$ cat config.mk
export PLATFORM = sky130hd
export DESIGN_NAME = regfile_write_arbiter_flat
export DESIGN_NICKNAME = d
export VERILOG_FILES = /design/src/rtl/regfile_write_arbiter_if.sv /design/src/rtl/regfile_write_arbiter.sv /design/src/flat_wrapper.sv
export SDC_FILE = /design/constraint.sdc
export NUM_CORES = 1
export LEC_CHECK = 0
export CAP_MARGIN = 30
export CORE_MARGIN = 1
export CORE_UTILIZATION = 40
export DETAILED_ROUTE_END_ITERATION = 7
export GPL_TIMING_DRIVEN = 0
export PLACE_DENSITY = 0.74
export RECOVER_POWER = 100
export SETUP_SLACK_MARGIN = 0.3
export SLEW_MARGIN = 20
export SYNTH_ARGS = -nofsm -noshare
export SYNTH_HDL_FRONTEND = slang
export SYNTH_SLANG_ARGS = --single-unit
$ cat constraint.sdc
create_clock -name clk -period 5.23 [get_ports clk]
set_input_delay 1.046 -clock clk [delete_from_list [all_inputs] [get_ports clk]]
set_output_delay 1.046 -clock clk [all_outputs]
set_load 0.01 [all_outputs]
$ cat src/rtl/regfile_write_arbiter_if.sv
// Bundle of the arbiter's request, write-port, scoreboard-mark and
// busy-query signals. The arbiter takes the slave view; producers and
// issue logic take the master view.
interface regfile_write_arbiter_if #(
  parameter int DATA_W = 32,
  parameter int ADDR_W = 5
);
  logic              i_req0_valid;
  logic [ADDR_W-1:0] i_req0_addr;
  logic [DATA_W-1:0] i_req0_data;
  logic              o_req0_ready;

  logic              i_req1_valid;
  logic [ADDR_W-1:0] i_req1_addr;
  logic [DATA_W-1:0] i_req1_data;
  logic              o_req1_ready;

  logic              o_we;
  logic [ADDR_W-1:0] o_waddr;
  logic [DATA_W-1:0] o_wdata;

  logic              i_mark_valid;
  logic [ADDR_W-1:0] i_mark_addr;
  logic [ADDR_W-1:0] i_qaddr1;
  logic [ADDR_W-1:0] i_qaddr2;
  logic              o_busy1;
  logic              o_busy2;

  modport slave (
    input  i_req0_valid, i_req0_addr, i_req0_data,
    output o_req0_ready,
    input  i_req1_valid, i_req1_addr, i_req1_data,
    output o_req1_ready,
    output o_we, o_waddr, o_wdata,
    input  i_mark_valid, i_mark_addr, i_qaddr1, i_qaddr2,
    output o_busy1, o_busy2
  );

  modport master (
    output i_req0_valid, i_req0_addr, i_req0_data,
    input  o_req0_ready,
    output i_req1_valid, i_req1_addr, i_req1_data,
    input  o_req1_ready,
    input  o_we, o_waddr, o_wdata,
    output i_mark_valid, i_mark_addr, i_qaddr1, i_qaddr2,
    input  o_busy1, o_busy2
  );
endinterface

$ cat src/rtl/regfile_write_arbiter.sv
// Shares the register-file write port between the pipeline writeback
// (requester 0) and the multi-cycle unit (requester 1). Each requester
// has a one-entry holding register; held writes drain round-robin.
// A pending bit per register tracks outstanding multi-cycle results so
// issue logic can stall on them.
module regfile_write_arbiter #(
  parameter int DATA_W = 32,
  parameter int ADDR_W = 5
) (
  input logic                    clk,
  input logic                    reset,
  regfile_write_arbiter_if.slave bus
);
  localparam int NREG = 1 << ADDR_W;

  logic              h0_vld;
  logic [ADDR_W-1:0] h0_addr;
  logic [DATA_W-1:0] h0_data;
  logic              h1_vld;
  logic [ADDR_W-1:0] h1_addr;
  logic [DATA_W-1:0] h1_data;

  // 1 means requester 1 won the most recent two-way conflict
  logic              last_grant;
  logic [NREG-1:0]   pending;
  logic [NREG-1:0]   pending_nxt;

  logic              both_vld;
  logic              grant0;
  logic              grant1;
  logic              accept0;
  logic              accept1;

  // Round-robin grant from the current holding-register valid bits;
  // nothing is granted while reset is high so no write escapes
  always_comb begin
    both_vld = h0_vld && h1_vld;
    grant0   = 1'b0;
    grant1   = 1'b0;
    if (!reset) begin
      if (both_vld) begin
        grant0 = last_grant;
        grant1 = !last_grant;
      end else begin
        grant0 = h0_vld;
        grant1 = h1_vld;
      end
    end
  end

  // A draining entry can be refilled on the same edge
  assign bus.o_req0_ready = !h0_vld || grant0;
  assign bus.o_req1_ready = !h1_vld || grant1;
  assign accept0 = bus.i_req0_valid && bus.o_req0_ready;
  assign accept1 = bus.i_req1_valid && bus.o_req1_ready;

  // Write port driven from the granted entry; r0 drains without a write
  always_comb begin
    bus.o_we    = 1'b0;
    bus.o_waddr = '0;
    bus.o_wdata = '0;
    if (grant0) begin
      bus.o_waddr = h0_addr;
      bus.o_wdata = h0_data;
      bus.o_we    = (h0_addr != '0);
    end else if (grant1) begin
      bus.o_waddr = h1_addr;
      bus.o_wdata = h1_data;
      bus.o_we    = (h1_addr != '0);
    end
  end

  // Holding-register valid bits: load on accept, clear when drained
  always_ff @(posedge clk) begin
    if (reset) begin
      h0_vld <= 1'b0;
      h1_vld <= 1'b0;
    end else begin
      if (accept0)     h0_vld <= 1'b1;
      else if (grant0) h0_vld <= 1'b0;
      if (accept1)     h1_vld <= 1'b1;
      else if (grant1) h1_vld <= 1'b0;
    end
  end

  // Holding-register payloads; only meaningful while the valid bit is set
  always_ff @(posedge clk) begin
    if (accept0) begin
      h0_addr <= bus.i_req0_addr;
      h0_data <= bus.i_req0_data;
    end
    if (accept1) begin
      h1_addr <= bus.i_req1_addr;
      h1_data <= bus.i_req1_data;
    end
  end

  // Round-robin pointer moves only when both entries competed
  always_ff @(posedge clk) begin
    if (reset) begin
      last_grant <= 1'b1;
    end else if (both_vld) begin
      last_grant <= grant1;
    end
  end

  // Pending scoreboard: h1 grant clears, a mark sets and wins ties
  always_comb begin
    pending_nxt = pending;
    if (grant1) begin
      pending_nxt[h1_addr] = 1'b0;
    end
    if (bus.i_mark_valid && (bus.i_mark_addr != '0)) begin
      pending_nxt[bus.i_mark_addr] = 1'b1;
    end
    pending_nxt[0] = 1'b0;
  end

  // Pending scoreboard register
  always_ff @(posedge clk) begin
    if (reset) begin
      pending <= '0;
    end else begin
      pending <= pending_nxt;
    end
  end

  // r0 is never pending, so a query of address 0 reads back 0
  assign bus.o_busy1 = pending[bus.i_qaddr1];
  assign bus.o_busy2 = pending[bus.i_qaddr2];

endmodule
$ cat src/flat_wrapper.sv
// flat-port wrapper written by rule: the top's interface ports become plain ports
module regfile_write_arbiter_flat 
#(
  parameter int DATA_W = 32,
  parameter int ADDR_W = 5
)
  (clk, reset, bus_i_req0_valid, bus_i_req0_addr, bus_i_req0_data, bus_o_req0_ready, bus_i_req1_valid, bus_i_req1_addr, bus_i_req1_data, bus_o_req1_ready, bus_o_we, bus_o_waddr, bus_o_wdata, bus_i_mark_valid, bus_i_mark_addr, bus_i_qaddr1, bus_i_qaddr2, bus_o_busy1, bus_o_busy2);
  regfile_write_arbiter_if #(.DATA_W(DATA_W), .ADDR_W(ADDR_W)) bus_i ();
  input logic clk;
  input logic reset;
  input wire logic [$bits(bus_i.i_req0_valid)-1:0] bus_i_req0_valid;
  input wire logic [$bits(bus_i.i_req0_addr)-1:0] bus_i_req0_addr;
  input wire logic [$bits(bus_i.i_req0_data)-1:0] bus_i_req0_data;
  output wire logic [$bits(bus_i.o_req0_ready)-1:0] bus_o_req0_ready;
  input wire logic [$bits(bus_i.i_req1_valid)-1:0] bus_i_req1_valid;
  input wire logic [$bits(bus_i.i_req1_addr)-1:0] bus_i_req1_addr;
  input wire logic [$bits(bus_i.i_req1_data)-1:0] bus_i_req1_data;
  output wire logic [$bits(bus_i.o_req1_ready)-1:0] bus_o_req1_ready;
  output wire logic [$bits(bus_i.o_we)-1:0] bus_o_we;
  output wire logic [$bits(bus_i.o_waddr)-1:0] bus_o_waddr;
  output wire logic [$bits(bus_i.o_wdata)-1:0] bus_o_wdata;
  input wire logic [$bits(bus_i.i_mark_valid)-1:0] bus_i_mark_valid;
  input wire logic [$bits(bus_i.i_mark_addr)-1:0] bus_i_mark_addr;
  input wire logic [$bits(bus_i.i_qaddr1)-1:0] bus_i_qaddr1;
  input wire logic [$bits(bus_i.i_qaddr2)-1:0] bus_i_qaddr2;
  output wire logic [$bits(bus_i.o_busy1)-1:0] bus_o_busy1;
  output wire logic [$bits(bus_i.o_busy2)-1:0] bus_o_busy2;
  assign bus_i.i_req0_valid = bus_i_req0_valid;
  assign bus_i.i_req0_addr = bus_i_req0_addr;
  assign bus_i.i_req0_data = bus_i_req0_data;
  assign bus_o_req0_ready = bus_i.o_req0_ready;
  assign bus_i.i_req1_valid = bus_i_req1_valid;
  assign bus_i.i_req1_addr = bus_i_req1_addr;
  assign bus_i.i_req1_data = bus_i_req1_data;
  assign bus_o_req1_ready = bus_i.o_req1_ready;
  assign bus_o_we = bus_i.o_we;
  assign bus_o_waddr = bus_i.o_waddr;
  assign bus_o_wdata = bus_i.o_wdata;
  assign bus_i.i_mark_valid = bus_i_mark_valid;
  assign bus_i.i_mark_addr = bus_i_mark_addr;
  assign bus_i.i_qaddr1 = bus_i_qaddr1;
  assign bus_i.i_qaddr2 = bus_i_qaddr2;
  assign bus_o_busy1 = bus_i.o_busy1;
  assign bus_o_busy2 = bus_i.o_busy2;
  regfile_write_arbiter #(.DATA_W(DATA_W), .ADDR_W(ADDR_W)) u_core (.clk(clk), .reset(reset), .bus(bus_i));
endmodule
* After elaboration in Yosys (flattened, before gate mapping) *
Cells that the tools add are included.

word-level totals
  bits in registers = 109
  word-level logic and storage cells = 58
  bits of input ports = 94
  output and inout bits = 42

operators by class
  multiplexer cells = 24
  bitwise gates (word level) = 3
  reductions and logical operators = 16
  magnitude comparators = 6

operator list
  operator                                                                number
  32-bit two-way mux                                                      4
  32-bit AND                                                              1
  32-bit NOT                                                              1
  32-bit OR                                                               1
  5-bit by 6-bit < comparator with 1-bit output (second input constant)   4
  5-bit nonzero test                                                      3
  1-bit two-way mux                                                       14
  1-bit binary-select mux with 5-bit select                               2
  1-bit demux with 5-bit select                                           2
  5-bit by 1-bit >= comparator with 1-bit output (second input constant)  2
  5-bit two-way mux                                                       2
  1-bit logical AND                                                       6
  2-bit nonzero test                                                      2
  1-bit zero test                                                         3
  1-bit logical OR                                                        2

* Depth between registers and ports, before layout *
  depth in word-level cells = 9
  mapped depth = 7
  depth with buffers taken out = 4

* Worst setup path before layout *
No wires, ideal clock.

  kind = in2out
  from = in bus_i_qaddr1[0]
  to = out bus_o_busy1
  buffers on the path = 1
  stages = 5
  arrival time = 2.095 ns
  path slack = 2.089 ns
  required time = 4.184 ns
  cells stage by stage = buf_2 mux4_2 nand2b_1 o211ai_1 nand4_1

between the ends
  word-level cells in the longest chain between the ends = 2

RTL lines
  element                                    RTL line                      source
  from (decl)                                flat_wrapper.sv:24            input wire logic [$bits(bus_i.i_qaddr1)-1:0] bus_i_qaddr1;
  1-bit binary-select mux with 5-bit select  regfile_write_arbiter.sv:129  assign bus.o_busy1 = pending[bus.i_qaddr1];
  1-bit two-way mux (not written as such)    regfile_write_arbiter.sv:129
  to (decl)                                  flat_wrapper.sv:26            output wire logic [$bits(bus_i.o_busy1)-1:0] bus_o_busy1;

No other way between the ends. The select of a mux whose other input is x is not followed.

* Worst setup path after layout *
  from = in reset
  to = out bus_o_wdata[9]

between the ends
  word-level cells in the longest chain between the ends = 3
  elaborated cells between the ends (all ways) = 4
  those cells by class = mux (4)

RTL lines
  element                 RTL line                     source
  from (decl)             flat_wrapper.sv:10           input logic reset;
  1-bit two-way mux       regfile_write_arbiter.sv:40  if (!reset) begin
  32-bit two-way mux      regfile_write_arbiter.sv:66  end else if (grant1) begin
  32-bit two-way mux (*)  regfile_write_arbiter.sv:62  if (grant0) begin
  to (decl)               flat_wrapper.sv:21           output wire logic [$bits(bus_i.o_wdata)-1:0] bus_o_wdata;

Every way passes the cells marked *; elsewhere a longest branch is shown, timed or not.

==> results_dict.tcl <==
set metrics [dict create \
    vias 3745 \
    final_cells 676 \
    maxSlewHeadroom 0.0690 \
    drc 0 \
    synth.top_cell.area_share 0.479 \
    postCtsHoldBufs 0 \
    synthXorXnorAreaFrac 0 \
    p_leak_nw 2.31 \
    timing.setup.tns_ns 0 \
    startpoint_type "input port" \
    synthCells 382 \
    cts.sinks 108 \
    cp_slowest_cell "dlygate4sd3_1" \
    routed_wl_um 12600 \
    max_freq_mhz 231 \
    chipWidth_um 110 \
    ant_nets 0 \
    synthSimpleGateAreaFrac 0.108 \
    grt_pass1_wl_um 19600 \
    vias_per_cell 5.54 \
    initial_core_util 0.418 \
    dpl_cell_area_sq_mm 0.00616 \
    die_height_um 110 \
    ioPinCount 136 \
    final_common_cell "dlygate4sd3_1" \
    cts_buffers 9 \
    clk_path_buf_depth 2 \
    min_from "u_core.pending[13]" \
    criticalPathCategory "input port to primary output" \
    syn2layout_area_growth_pct 38.8 \
    grt_max_degree 25 \
    hold_viol 0 \
    dr.pass1.iters 5 \
    coreArea_sq_mm 0.0111 \
    synth_cell_types 33 \
    cp_max_fo 10 \
    dp_hpwl_um 9520 \
    crit_path_frequent_cell "clkbuf_1" \
    critPathTopFamily "buffers and inverters" \
    maxCapViolations 0 \
    outcome "finished, final reports clean" \
    vdd_drop_max_mv 0.184 \
    grt_pass1_vias 3930 \
    cts_root_buffer "clkbuf_16" \
    muxShareOfSynthArea 0.0680 \
    dp.cells 654 \
    cp_num_buf_inv 5 \
    path_clk_slew_ns 0.06 \
    yosys.area.top_type "edfxtp_1" \
    critPathLaunch "reset" \
    synth_warnings 0 \
    fin_crit_sh 0.827 \
    antenna_found_initial 6 \
    post_cts_resize_count 0 \
    crit_arrival_ns 3.28 \
    port_buffers 130 \
    worst_skew_pair.late_latency_ns 0.34 \
    fp-row-count 38 \
    wl_per_cell_um 18.7 \
    fin_worst_skew_ns 0.00493 \
    hold_class "flop to flop" \
    finalNetCount 619 \
    r2r_start "u_core.h1_vld" \
    rsz0062_at_grt "false" \
    setup_violations 0 \
    synthTopCellsByArea "edfxtp_1, dfxtp_1, a22o_1" \
    cts_tree "done" \
    tightest_slew_ns 1.40 \
    post-route-min-period_ns 4.33 \
    final_area_sq_mm 0.00643 \
    mostFrequentLayoutCells "dlygate4sd3_1, edfxtp_1, a21oi_1, nand2_1, a22o_1" \
    syn_nets 476 \
    drv_slew 0 \
    synth_compound_area_frac 0.171 \
    synth_seq_cells 108 \
    die_area_sq_mm 0.0120 \
    drive_gt1_frac 0.0528 \
    avgSynthCellArea_sq_um 12.1 \
    overflow 0 \
    yosys.area_share.adder 0 \
    grt_usage 0.221 \
    end_kind "primary output" \
    path_cells "clkbuf_1 > nor2b_1 > clkbuf_1 > and2_1 > buf_4 > clkbuf_1 > a22o_1 > dlygate4sd3_1" \
    htreeDepth 3 \
    place_congestion 0.893 \
    seq_area_frac_synth 0.626 \
    final_core_util 0.581 \
    dr.first_iter.drc_count 231 \
    synth_top_family_by_area "compound AO/OA/AOI/OAI gates" \
    cpPeakStageDelay_ns 0.63 \
    power.density_mw_per_mm2 297 \
    cp.required_ns 4.18 \
    postCtsSetupBuffers 0 \
    syn_area_sq_mm 0.00464 \
]
[worst paths after layout]
kind | end | slack (ns) | cells past startpoint
hold reg to reg | u_core.pending[13] | 0.49 | 2
setup / recovery | bus_o_wdata[9] | 0.90 | 8
setup reg to reg | u_core.h1_data[30] | 1.73 | 6
hold / removal | u_core.pending[13] | 0.49 | 2
[sequential cells by signal, indices dropped and copies added, names as in the netlist]
name / count
u_core.last_grant: 1
u_core.h1_addr: 5
u_core.pending: 31
u_core.h1_data: 32
u_core.h0_vld: 1
u_core.h0_data: 32
u_core.h1_vld: 1
u_core.h0_addr: 5
[cells by family (layout without fill, tap and decap cells)]
logic type / count (synthesis) / in the layout
AO/OA/AOI/OAI: 122 / 122
flip-flops: 108 / 108
multiplexers: 24 / 24
other: 0 / 6
buffers and inverters: 27 / 175
AND/OR/NAND/NOR: 101 / 101
[layout make-up]
class / count / area (sq um)
Fill cell: 915 / 4650
Sequential cell: 108 / 2900
Multi-Input combinational cell: 247 / 1610
Timing Repair Buffer: 132 / 1310
Clock buffer: 9 / 225
Tap cell: 140 / 175
Buffer: 24 / 98.8
Clock inverter: 7 / 90.1
Antenna cell: 6 / 15.0
Inverter: 3 / 11.3
[layer usage]
metal,wire [um],GRT usage,vias to the layer above
met4,238,0.0914,0
met3,1340,0.0794,30
met2,6190,0.377,197
li1,-,-,1750
met5,0,0,-
met1,4860,0.249,1768
[worst register-to-register path, cell delays in order, from the launching register on]
cell	delay [ns]
dfxtp_1	0.40
nor2b_1	0.15
clkbuf_1	0.28
nand2_1	0.26
nand2_1	0.15
and2_0	0.77
clkbuf_1	1.09
[stage by stage]
stage	worst slack (ns)	total power, mW	hold slack (ns)
6_report	0.903	1.91	0.490
3_5_place_dp	1.26	1.24	0.483
5_1_grt	0.714	1.98	0.517
3_3_place_gp	1.26	1.23	0.474
4_1_cts	1.25	1.95	0.492
2_1_floorplan	2.09	1.09	0.454
[power breakdown]
part	internal [mW]	leakage, nW	switching, mW
combinational	0.111	1.17	0.109
clock	0.418	0.153	0.296
sequential	0.960	0.987	0.0162
total	1.49	2.31	0.421
[synthesized netlist by cell type (all sizes together)]
cell type and n:
a211oi 2, a21oi 40, a22o 37, a22oi 4, and2 5, and3 1
buf 16, clkbuf 8, dfxtp 34, edfxtp 74, inv 3, mux2i 18
mux4 6, nand2 39, nand2b 9, nand3 8, nand4 6, nand4b 3
nor2 13, nor2b 10, nor3 2, nor3b 1, nor4 1, o2111ai 2
o211ai 2, o21ai 31, o21bai 1, o41ai 3, or2 2, or4 1
No activity file was read; power rests on OpenSTA's default activity.
